**src/rtl/bf16_to_fp8_packer_if.sv**
```systemverilog
// Stream bundle for the BF16 -> FP8 packer: element input and packed-word output.
// master drives elements and consumes words; slave is the packer side.
interface bf16_to_fp8_packer_if #(
  parameter int LANES = 4
);
  logic               in_valid;
  logic               in_ready;
  logic [15:0]        in_data;
  logic               in_last;
  logic               out_valid;
  logic               out_ready;
  logic [8*LANES-1:0] out_data;
  logic [LANES-1:0]   out_keep;
  logic               out_last;

  modport slave (
    input  in_valid, in_data, in_last, out_ready,
    output in_ready, out_valid, out_data, out_keep, out_last
  );

  modport master (
    output in_valid, in_data, in_last, out_ready,
    input  in_ready, out_valid, out_data, out_keep, out_last
  );
endinterface

```
**src/rtl/bf16_to_fp8_packer.sv**
```systemverilog
// BF16 -> FP8 E4M3 quantizer (RNE, saturating) with a 2-stage
// register + lane packer pipeline and a saturation event counter.
module bf16_to_fp8_packer #(
  parameter int LANES = 4
) (
  input  logic                 clk,
  input  logic                 rst,
  input  logic                 clear,
  bf16_to_fp8_packer_if.slave  bus,
  output logic [15:0]          sat_count
);
  localparam int CW = (LANES > 1) ? $clog2(LANES) : 1;

  logic              s;
  logic [7:0]        e8;
  logic [6:0]        m7;
  logic signed [9:0] te;
  logic signed [9:0] te_r;
  logic [2:0]        kp;
  logic              rup;
  logic [3:0]        msum;
  logic              is_zero;
  logic              is_inf;
  logic              is_ovf;
  logic [7:0]        cv_byte;
  logic              cv_sat;

  always_comb begin
    s       = bus.in_data[15];
    e8      = bus.in_data[14:7];
    m7      = bus.in_data[6:0];
    te      = $signed({2'b00, e8}) - 10'sd120;
    kp      = m7[6:4];
    rup     = m7[3] & ((|m7[2:0]) | kp[0]);
    msum    = {1'b0, kp} + {3'b000, rup};
    te_r    = te + (msum[3] ? 10'sd1 : 10'sd0);
    // underflow is judged before rounding: nothing rounds up into min normal
    is_zero = (e8 == 8'h00) || (te < 10'sd1);
    is_inf  = &e8;
    is_ovf  = !is_inf && (te_r > 10'sd15);
    cv_byte = 8'h00;
    cv_sat  = 1'b0;
    unique case (1'b1)
      is_zero: begin
        cv_byte = 8'h00;
        cv_sat  = 1'b0;
      end
      is_inf, is_ovf: begin
        cv_byte = {s, 7'h7F};
        cv_sat  = 1'b1;
      end
      default: begin
        cv_byte = {s, te_r[3:0], msum[2:0]};
        cv_sat  = 1'b0;
      end
    endcase
  end

  logic       s1_valid;
  logic [7:0] s1_byte;
  logic       s1_last;
  logic       s1_sat;

  logic               out_valid_q;
  logic [8*LANES-1:0] out_data_q;
  logic [LANES-1:0]   out_keep_q;
  logic               out_last_q;
  logic [CW-1:0]      cnt;

  logic can_accept;
  logic s1_adv;
  logic in_fire;
  logic retire;
  logic wrap;

  assign can_accept = !out_valid_q || bus.out_ready;
  assign s1_adv     = s1_valid && can_accept;
  assign retire     = out_valid_q && bus.out_ready;
  assign in_fire    = bus.in_valid && bus.in_ready;
  assign wrap       = (cnt == CW'(LANES - 1)) || s1_last;

  assign bus.in_ready  = !s1_valid || s1_adv;
  assign bus.out_valid = out_valid_q;
  assign bus.out_data  = out_data_q;
  assign bus.out_keep  = out_keep_q;
  assign bus.out_last  = out_last_q;

  always_ff @(posedge clk or posedge rst) begin
    if (rst) begin
      s1_valid <= 1'b0;
      s1_byte  <= 8'h00;
      s1_last  <= 1'b0;
      s1_sat   <= 1'b0;
    end else if (in_fire) begin
      s1_valid <= 1'b1;
      s1_byte  <= cv_byte;
      s1_last  <= bus.in_last;
      s1_sat   <= cv_sat;
    end else if (s1_adv) begin
      s1_valid <= 1'b0;
    end
  end

  logic [8*LANES-1:0] base_data;
  logic [LANES-1:0]   base_keep;
  logic [8*LANES-1:0] nxt_data;
  logic [LANES-1:0]   nxt_keep;

  // a retiring word frees the register, so the arriving byte starts clean
  always_comb begin
    base_data = retire ? '0 : out_data_q;
    base_keep = retire ? '0 : out_keep_q;
    nxt_data  = base_data;
    nxt_keep  = base_keep;
    nxt_data[8*int'(cnt) +: 8] = s1_byte;
    nxt_keep[cnt]              = 1'b1;
  end

  always_ff @(posedge clk or posedge rst) begin
    if (rst) begin
      out_valid_q <= 1'b0;
      out_data_q  <= '0;
      out_keep_q  <= '0;
      out_last_q  <= 1'b0;
      cnt         <= '0;
    end else if (s1_adv) begin
      out_data_q <= nxt_data;
      out_keep_q <= nxt_keep;
      if (wrap) begin
        out_valid_q <= 1'b1;
        out_last_q  <= s1_last;
        cnt         <= '0;
      end else begin
        out_valid_q <= 1'b0;
        out_last_q  <= 1'b0;
        cnt         <= cnt + CW'(1);
      end
    end else if (retire) begin
      out_valid_q <= 1'b0;
      out_last_q  <= 1'b0;
      out_data_q  <= '0;
      out_keep_q  <= '0;
    end
  end

  always_ff @(posedge clk or posedge rst) begin
    if (rst) begin
      sat_count <= 16'h0000;
    end else if (clear) begin
      sat_count <= 16'h0000;
    end else if (s1_adv && s1_sat && (sat_count != 16'hFFFF)) begin
      sat_count <= sat_count + 16'h0001;
    end
  end
endmodule

```
**src/flat_wrapper.sv**
```systemverilog
// flat-port wrapper written by rule: the top's interface ports become plain ports
module bf16_to_fp8_packer_flat 
#(
  parameter int LANES = 4
)
  (clk, rst, clear, sat_count, bus_in_valid, bus_in_data, bus_in_last, bus_out_ready, bus_in_ready, bus_out_valid, bus_out_data, bus_out_keep, bus_out_last);
  bf16_to_fp8_packer_if #(.LANES(LANES)) bus_i ();
  input  logic clk;
  input  logic rst;
  input  logic clear;
  output logic [15:0] sat_count;
  input wire logic [$bits(bus_i.in_valid)-1:0] bus_in_valid;
  input wire logic [$bits(bus_i.in_data)-1:0] bus_in_data;
  input wire logic [$bits(bus_i.in_last)-1:0] bus_in_last;
  input wire logic [$bits(bus_i.out_ready)-1:0] bus_out_ready;
  output wire logic [$bits(bus_i.in_ready)-1:0] bus_in_ready;
  output wire logic [$bits(bus_i.out_valid)-1:0] bus_out_valid;
  output wire logic [$bits(bus_i.out_data)-1:0] bus_out_data;
  output wire logic [$bits(bus_i.out_keep)-1:0] bus_out_keep;
  output wire logic [$bits(bus_i.out_last)-1:0] bus_out_last;
  assign bus_i.in_valid = bus_in_valid;
  assign bus_i.in_data = bus_in_data;
  assign bus_i.in_last = bus_in_last;
  assign bus_i.out_ready = bus_out_ready;
  assign bus_in_ready = bus_i.in_ready;
  assign bus_out_valid = bus_i.out_valid;
  assign bus_out_data = bus_i.out_data;
  assign bus_out_keep = bus_i.out_keep;
  assign bus_out_last = bus_i.out_last;
  bf16_to_fp8_packer #(.LANES(LANES)) u_core (.clk(clk), .rst(rst), .clear(clear), .bus(bus_i), .sat_count(sat_count));
endmodule
```
**config.mk**
```make
export PLATFORM = sky130hd
export DESIGN_NAME = bf16_to_fp8_packer_flat
export DESIGN_NICKNAME = d
export VERILOG_FILES = /design/src/rtl/bf16_to_fp8_packer_if.sv /design/src/rtl/bf16_to_fp8_packer.sv /design/src/flat_wrapper.sv
export SDC_FILE = /design/constraint.sdc
export NUM_CORES = 1
export LEC_CHECK = 0
export ABC_AREA = 1
export BUFFER_PORTS_ARGS = -buffer_cell sky130_fd_sc_hd__buf_2
export CORE_AREA = 3 3 86 88
export CTS_CLUSTER_SIZE = 20
export DETAILED_ROUTE_END_ITERATION = 8
export DIE_AREA = 0 0 89 91
export HOLD_SLACK_MARGIN = 0.1
export PLACE_DENSITY = 0.79
export SKIP_CTS_REPAIR_TIMING = 1
export SKIP_LAST_GASP = 1
export SYNTH_ARGS = -nofsm -noshare
export SYNTH_HDL_FRONTEND = slang
export SYNTH_SLANG_ARGS = --single-unit
```
**constraint.sdc**
```tcl
create_clock -name clk -period 2.5 [get_ports clk]
set_clock_uncertainty 0.05 [all_clocks]
set_input_delay 0 -clock clk [delete_from_list [all_inputs] [get_ports clk]]
set_output_delay 0 -clock clk [all_outputs]
set_load 0.02 [all_outputs]
```
==> summary.md, run 1 <==
The worst path in the final design needs a cycle of 2.21 ns, including I/O delays and setup. The detailed-router iteration count before antenna repair was 4; the reg-to-reg setup timing slack was 0.29 ns. STA classifies the critical path endpoint as a register. The total overflow left after global routing is 0. Once layout is done, the placed cells without fillers occupy 4320 um2. The number of cell instances on the worst register-to-register path is 5. The count of flip-flops with a built-in enable after synthesis works out to 0. The routed design has 8450 um of wire. The kind of critical path is reg2reg. The synthesized design devotes to its leading area cell type 46.2% of total area. The clock edge transition at the registers on the reported setup and hold paths works out to 0.07 ns. Setup violations remaining at the end of the flow were counted as 0. The register bit count reported by yosys was 67; the synthesized netlist cell count was 432. Ratio of total power to cell area: 759 nW/um2. The tools report the net count after synthesis as 468. The tools report the cell row count as 30. Averaged over all synthesized cells, the footprint is 8.40 um2. Of all nets on the critical path, the largest fanout is 14.

Summed over all nets, the half-perimeter wirelength after detailed placement is 6370 um. Yosys printed 0 warnings. In the synthesized netlist the async set-or-reset flop fraction comes to 100%.

The count of antenna diodes in the layout came out at 0. By count the netlist is led by nand2_1 (119), dfrtp_1 (67), nand3_1 (40), inv_1 (34), o22ai_1 (25). The tool flagged a number of max-cap violations equal to 0. Clock tree root driver cell: clkbuf_8. The share of the Yosys chip area taken by registers is 46.2%. Setup repair after global routing left no endpoint under its margin. Compared with the post-synthesis result, the final layout area differs by 19.1%. For the total vias in the final route, the log shows 3,285. The post-synthesis cell type count was 32. For the initial cell density of the core, the log shows 54.0%. The count of nets left with antenna violations once routing finished came out at 0. The total I/O pin count was 77. The actual transition at the worst max-transition pin is 0.497 ns.

Setup total negative slack on the finished layout was measured at 0 ns. After synthesis, the cell types taking the most area are dfrtp_1 (46%), nand2_1 (12%), nand3_1 (5.5%). The clock passes through at most 2 buffers. The number of failing hold endpoints at the final stage was 0.

Summing every instance area after synthesis gives 3630 um2. Counting the buffers created by CTS gives 9. Dividing the final minimum period by the clock period gives 88.2%. Class of the worst hold path: in2reg. Across the VDD grid, the largest voltage drop is 0.302 mV. STA classifies the critical path startpoint as a register. Fill cells in the final layout number 571. Number of input and output port buffers inserted: 76. The clock reaches the later pin of the worst-skew pair after 0.35 ns. The critical path ends at u_core.bus.out_data[5]$_DFF_PP0_. TritonCTS built the clock tree.

The H-tree was split into 3 levels. The floorplan step set the die height to 91 um. Dividing the detail-routed via count by the number of cells gives 5.44.

The region available for standard cell placement spans 6720 um2. The tools report the number of max-slew violations in the final report as 0. In this run the worst setup path begins at u_core.cnt[0]$_DFFE_PP0P_.

The horizontal die dimension is 89 um, and the leakage dissipation is 2.15 nW. The required time at the endpoint of the critical path was 2.71 ns. For this run, the top clock speed supported by timing is 453 MHz. The most area-hungry cell type in the Yosys netlist was dfrtp_1. For the number of antenna violations at the first check in global routing, the log shows 0.

For the post-route DRC violation count, the log shows 0. Routability-driven placement finished with a final weighted congestion of 0.938. The tools report the launch point of the worst reg-to-reg path as u_core.cnt[0]$_DFFE_PP0P_.

For the maximum number of pins on one net before global-route repair, the log shows 38. Critical register-to-register path endpoint: u_core.bus.out_data[5]$_DFF_PP0_. In this run, placement finished with an instance count of 582.

The count of cells in the finished layout, fillers not included, comes to 604. The logs give 4090 um2 for the placed standard-cell area and 66.7% for the worst-case headroom to the max-slew limit. The logs give 21.9% for the overall global routing resource usage and 556 for the final net count. The flip-flop cell with the highest count after synthesis is dfrtp_1. The data arrival at the endpoint of the critical path was 2.41 ns; the full die area was 8100 um2.

The via count of the first global-routing pass is 3,005. The share of final-layout standard cells stronger than drive strength 1 is 25.4%, and the mean routed wirelength per cell is 14.0 um. The run finished with clean final reports. The most common cell in the synthesized netlist is nand2_1. The tools report the first-pass GRT wire length as 14,000 um. The first routing iteration left 224 violations. CTS saw 67 sinks.
## how the worst min path moves through the flow
stage,slack [ns],start,cells after the start,to
final,0.01,bus_in_data[4],5,u_core.s1_byte[0]$_DFFE_PP0P_
after CTS,-0.47,rst,2,u_core.bus.out_keep[1]$_DFF_PP0_
after global placement,-0.1,rst,2,u_core.bus.out_keep[1]$_DFF_PP0_
after floorplan,0.07,bus_in_last,2,u_core.s1_last$_DFFE_PP0P_
after global routing,0.10,bus_in_data[4],5,u_core.s1_byte[0]$_DFFE_PP0P_
after detailed placement,-0.09,rst,2,u_core.bus.out_keep[1]$_DFF_PP0_
## where the power goes
part	internal (mW)	leakage (nW)	switching (mW)	total [mW]
sequential	1.25	0.899	0.165	1.42
clock	0.379	0.0774	0.408	0.787
combinational	0.343	1.18	0.731	1.07
total	1.98	2.15	1.30	3.28
## sequential cells by signal (all words and copies together) (netlist names)
name	count
u_core.s1_last	1
u_core.bus.out_data	32
u_core.bus.out_valid	1
u_core.s1_sat	1
u_core.bus.out_keep	4
u_core.cnt	2
u_core.s1_byte	8
u_core.s1_valid	1
u_core.sat_count	16
u_core.bus.out_last	1
## logic make-up after synthesis
logic type / count (synthesis) / synth area share [%]
flops: 67 / 46.2
compound gates: 59 / 10.3
simple gates: 229 / 30.0
buf+inv: 51 / 5.76
fa+ha+maj: 14 / 4.83
xor+xnor: 12 / 2.90
## area by class of cell
type | instances | area [um2] | share of cell area (%)
sequential | 67 | 1680 | 38.8
clock inverter | 4 | 27.5 | 0.637
multi-input combinational | 314 | 1740 | 40.3
timing repair buffer | 87 | 480 | 11.1
tap | 80 | 100 | 2.31
inverter | 41 | 154 | 3.56
clock buffer | 11 | 141 | 3.27
## cell usage in the layout (no fill, tap or decap), drive strengths merged
cell type	netlist	layout
a22o	3	3
ha	14	14
inv	39	39
o31ai	4	4
clkinv	2	3
o22ai	25	25
a31oi	1	1
nand2	124	124
clkinvlp	0	3
xnor2	4	4
xor2	8	8
a21oi	1	1
clkbuf	5	11
nor3	12	12
nor2	31	31
nand3	51	51
dfrtp	67	67
or2	1	1
o21ai	25	25
buf	5	80
nand4	10	10
dlygate4sd3	0	7
## metal layers
metal / GRT usage [%] / routed length [um] / part of all wire, % / vias to the layer above
li1: - / - / - / 1625
met2: 33.5 / 4020 / 48 / 98
met1: 29.4 / 3810 / 45 / 1546
met5: 0 / 0 / 0 / -
met4: 11.3 / 188 / 2.2 / 0
met3: 4.17 / 426 / 5.0 / 16
## stage by stage
step | hold WS (ns) | power [mW] | worst slack (ns) | utilization [%]
2_1_floorplan | 0.0710 | 2.15 | 0.555 | -
3_3_place_gp | -0.0968 | 2.46 | 0.485 | 60.8
3_5_place_dp | -0.0919 | 2.50 | 0.357 | 60.8
4_1_cts | -0.467 | 3.28 | 0.329 | 63.3
5_1_grt | 0.102 | 3.47 | 0.109 | 64.4
6_report | 0.0132 | 3.28 | 0.295 | 64.4
## worst max-delay path, stage by stage, from the launching register on
cell and delay, ns:
dfrtp_1 0.62, inv_1 0.26, ha_1 0.43, nor3_2 0.48, nand2_1 0.11, o21ai_0 0.17
Power figures use the tool's default switching activity.
==> run 2, diff against run 1 <==
--- a/config.mk
+++ b/config.mk
@@ -7,14 +7,13 @@
 export LEC_CHECK = 0
 export ABC_AREA = 1
 export BUFFER_PORTS_ARGS = -buffer_cell sky130_fd_sc_hd__buf_2
-export CORE_AREA = 3 3 86 88
+export CORE_AREA = 3 3 90 92
 export CTS_CLUSTER_SIZE = 20
 export DETAILED_ROUTE_END_ITERATION = 8
-export DIE_AREA = 0 0 89 91
+export DIE_AREA = 0 0 93 95
 export HOLD_SLACK_MARGIN = 0.1
-export PLACE_DENSITY = 0.79
+export PLACE_DENSITY = 0.73
 export SKIP_CTS_REPAIR_TIMING = 1
-export SKIP_LAST_GASP = 1
 export SYNTH_ARGS = -nofsm -noshare
 export SYNTH_HDL_FRONTEND = slang
 export SYNTH_SLANG_ARGS = --single-unit
==> summary.md, run 2 (synthesized netlist as in run 1, its figures left out) <==
The logs give 280 (+25%) for the number of design-rule violations left by the first detailed-router iteration and 2 (unchanged) for the maximum number of buffers from clock root to sink. The antenna violation net count after detailed routing is 0 (unchanged). The tools report the CTS sink count as 67 (unchanged). The count of antenna diodes in the layout was 0 (unchanged). For the maximum number of pins on one net before global-route repair, the log shows 39 (+2.6%). The tools report the leakage dissipation as 2.21 nW (+2.4%). The run finished with clean final reports.

Maximum ir drop on the vdd rail: 0.355 mV (+17%). For the post-route cell area, the log shows 4440 um2 (+2.7%). Setup repair after global routing left no endpoint under its margin. For the clock insertion delay at the later pin of the skew report, the log shows 0.34 ns (about the same).

The placed cell count is 601 (+3.3%), and the initial cell density of the core is 49.8% (-4.2 points). The logs give 8840 um (+4.6%) for the total length of routed wires and 2.20 ns (-0.21 ns) for the data arrival at the endpoint of the critical path. The run gives 2,949 (-1.9%) as the via count of the first global-routing pass.

The run gives 557 (+0.18%) as the final net count. The share of final-layout standard cells stronger than drive strength 1 is 25.5% (+0.094 points), and the number of max-slew violations in the final report is 0 (unchanged). Detailed placement HPWL: 6290 um (-1.2%). The total vias in the final route is 3,298 (+0.40%), and the part of the cycle the worst path needs is 80.7% (-7.5 points).

The tools report the post-route DRC violation count as 0 (unchanged). The ratio of total power to cell area is 811 nW/um2 (+7.0%), and the number of input and output port buffers inserted is 76 (unchanged). The time the worst path needs with I/O delays and setup works out to 2.02 ns (-0.189 ns).

The path class of the tightest hold or removal check is in2reg. The actual transition at the worst max-transition pin is 0.655 ns (+0.158 ns), and the first-pass GRT wire length is 14,200 um (+1.5%). The detailed-router iteration count before antenna repair is 4 (unchanged), and the full die area is 8840 um2 (+9.1%). For the placer's final routability congestion estimate, the log shows 0.885 (-5.7%).

The library cell used most frequently in the layout, excluding fill and tap cells, is nand2_1. The run gives 0.0504 ns (+0.0373 ns) as the final-layout worst hold slack. The run gives 0 (unchanged) as the number of setup violations in the final report.

The worst-case headroom to the max-slew limit came out at 56.3% (-10 points). The logs give 625 (+3.5%) for the count of non-filler cells in the finished layout and 0 ns (unchanged) for the aggregate negative setup slack. The reg-to-reg setup timing slack is 0.48 ns (+0.19 ns).

Floorplan core area: 7290 um2 (+8.5%). The top achievable clock speed was 496 MHz (+9.4%); the number of antenna violations at the first check in global routing was 0 (unchanged). The via density per instance works out to 5.28 (-3.0%).

The die height is 95 um (+4.4%). The category of the worst setup path capture point is a register. For the total I/O pin count, the log shows 77 (unchanged). The flip-flop count of the largest register, all copies and words added is 32 (unchanged).

In the layout the commonest cells are nand2_1 (119), buf_2 (76), dfrtp_1 (67). Clock tree root driver cell: clkbuf_8. The cell row count was 31 (+3.3%). TritonCTS built the clock tree. The largest fanout on the critical path is 13 (-1).

The horizontal die dimension was 93 um (+4.5%); the mean routed wirelength per cell was 14.1 um (+1.1%). The TritonCTS buffer count is 9 (unchanged), and the area overhead of the layout relative to synthesis is 22.4%. The tools report the H-tree depth as 3 (unchanged).

The run gives 2.68 ns (-0.03 ns) as the required time at the endpoint of the critical path. For the final core area utilization, the log shows 60.9% (-3.4 points). For the placed standard-cell area, the log shows 4120 um2 (+0.89%). The worst setup path is of the reg2reg kind. The max-cap check violation count came out at 0 (unchanged). The worst setup path is launched from a register.

For the overall global routing resource usage, the log shows 20.5% (-1.5 points). The number of failing hold endpoints at the final stage came out at 0 (unchanged). The clock edge transition at the registers on the reported setup and hold paths was 0.08 ns (about the same). The residual overflow from global routing is 0 (unchanged).
-- run 2: stage by stage --
| step | total power, mW | worst slack, ns |
|---|---|---|
| detailed placement | 2.51 | 0.543 |
| CTS | 3.61 | 0.511 |
| global placement | 2.48 | 0.705 |
| global route | 3.81 | 0.306 |
| floorplan | 2.15 | 0.555 |
| finish | 3.60 | 0.484 |
-- run 2: path summary, 6_finish.rpt --
kind / start / end / cells past startpoint
max in group asynchronous: rst / u_core.sat_count[4]$_DFFE_PP0P_ / 4
hold reg to reg: u_core.bus.out_keep[2]$_DFF_PP0_ / u_core.bus.out_keep[2]$_DFF_PP0_ / 1
hold / removal: bus_in_valid / u_core.s1_valid$_DFFE_PP0P_ / 3
min in group asynchronous: rst / u_core.bus.out_data[24]$_DFF_PP0_ / 3
setup / recovery: u_core.sat_count[1]$_DFFE_PP0P_ / u_core.sat_count[6]$_DFFE_PP0P_ / 9
setup reg to reg: u_core.sat_count[1]$_DFFE_PP0P_ / u_core.sat_count[6]$_DFFE_PP0P_ / 9
-- run 2: power by group --
group / switching, mW / total, mW / leakage (nW) / internal, mW
logic: 0.771 / 1.12 / 1.19 / 0.354
registers: 0.138 / 1.39 / 0.899 / 1.25
clock network: 0.420 / 1.09 / 0.121 / 0.666
total: 1.33 / 3.60 / 2.21 / 2.27
-- run 2: critical path, cell delays in order (launching register included) --
cell	delay (ns)
dfrtp_1	0.39
ha_1	0.22
nand2_1	0.12
nor2_4	0.16
nand4_1	0.15
nand2_2	0.20
nand2_2	0.26
inv_2	0.21
nand2_1	0.07
o31ai_1	0.07
-- run 2: final cells by class --
class / count / area, um2
fill: 682 / 2850
clock inverter: 6 / 113
clock buffer: 10 / 128
inverter: 41 / 154
tap: 99 / 124
sequential: 67 / 1680
multi-input combinational: 314 / 1740
timing repair buffer: 88 / 503
-- run 2: layer usage --
layer / GRT usage [%] / routed length [um]
met2: 32.4 / 4220
met3: 3.19 / 493
met5: 0 / 0
met4: 7.33 / 136
met1: 28.7 / 3990
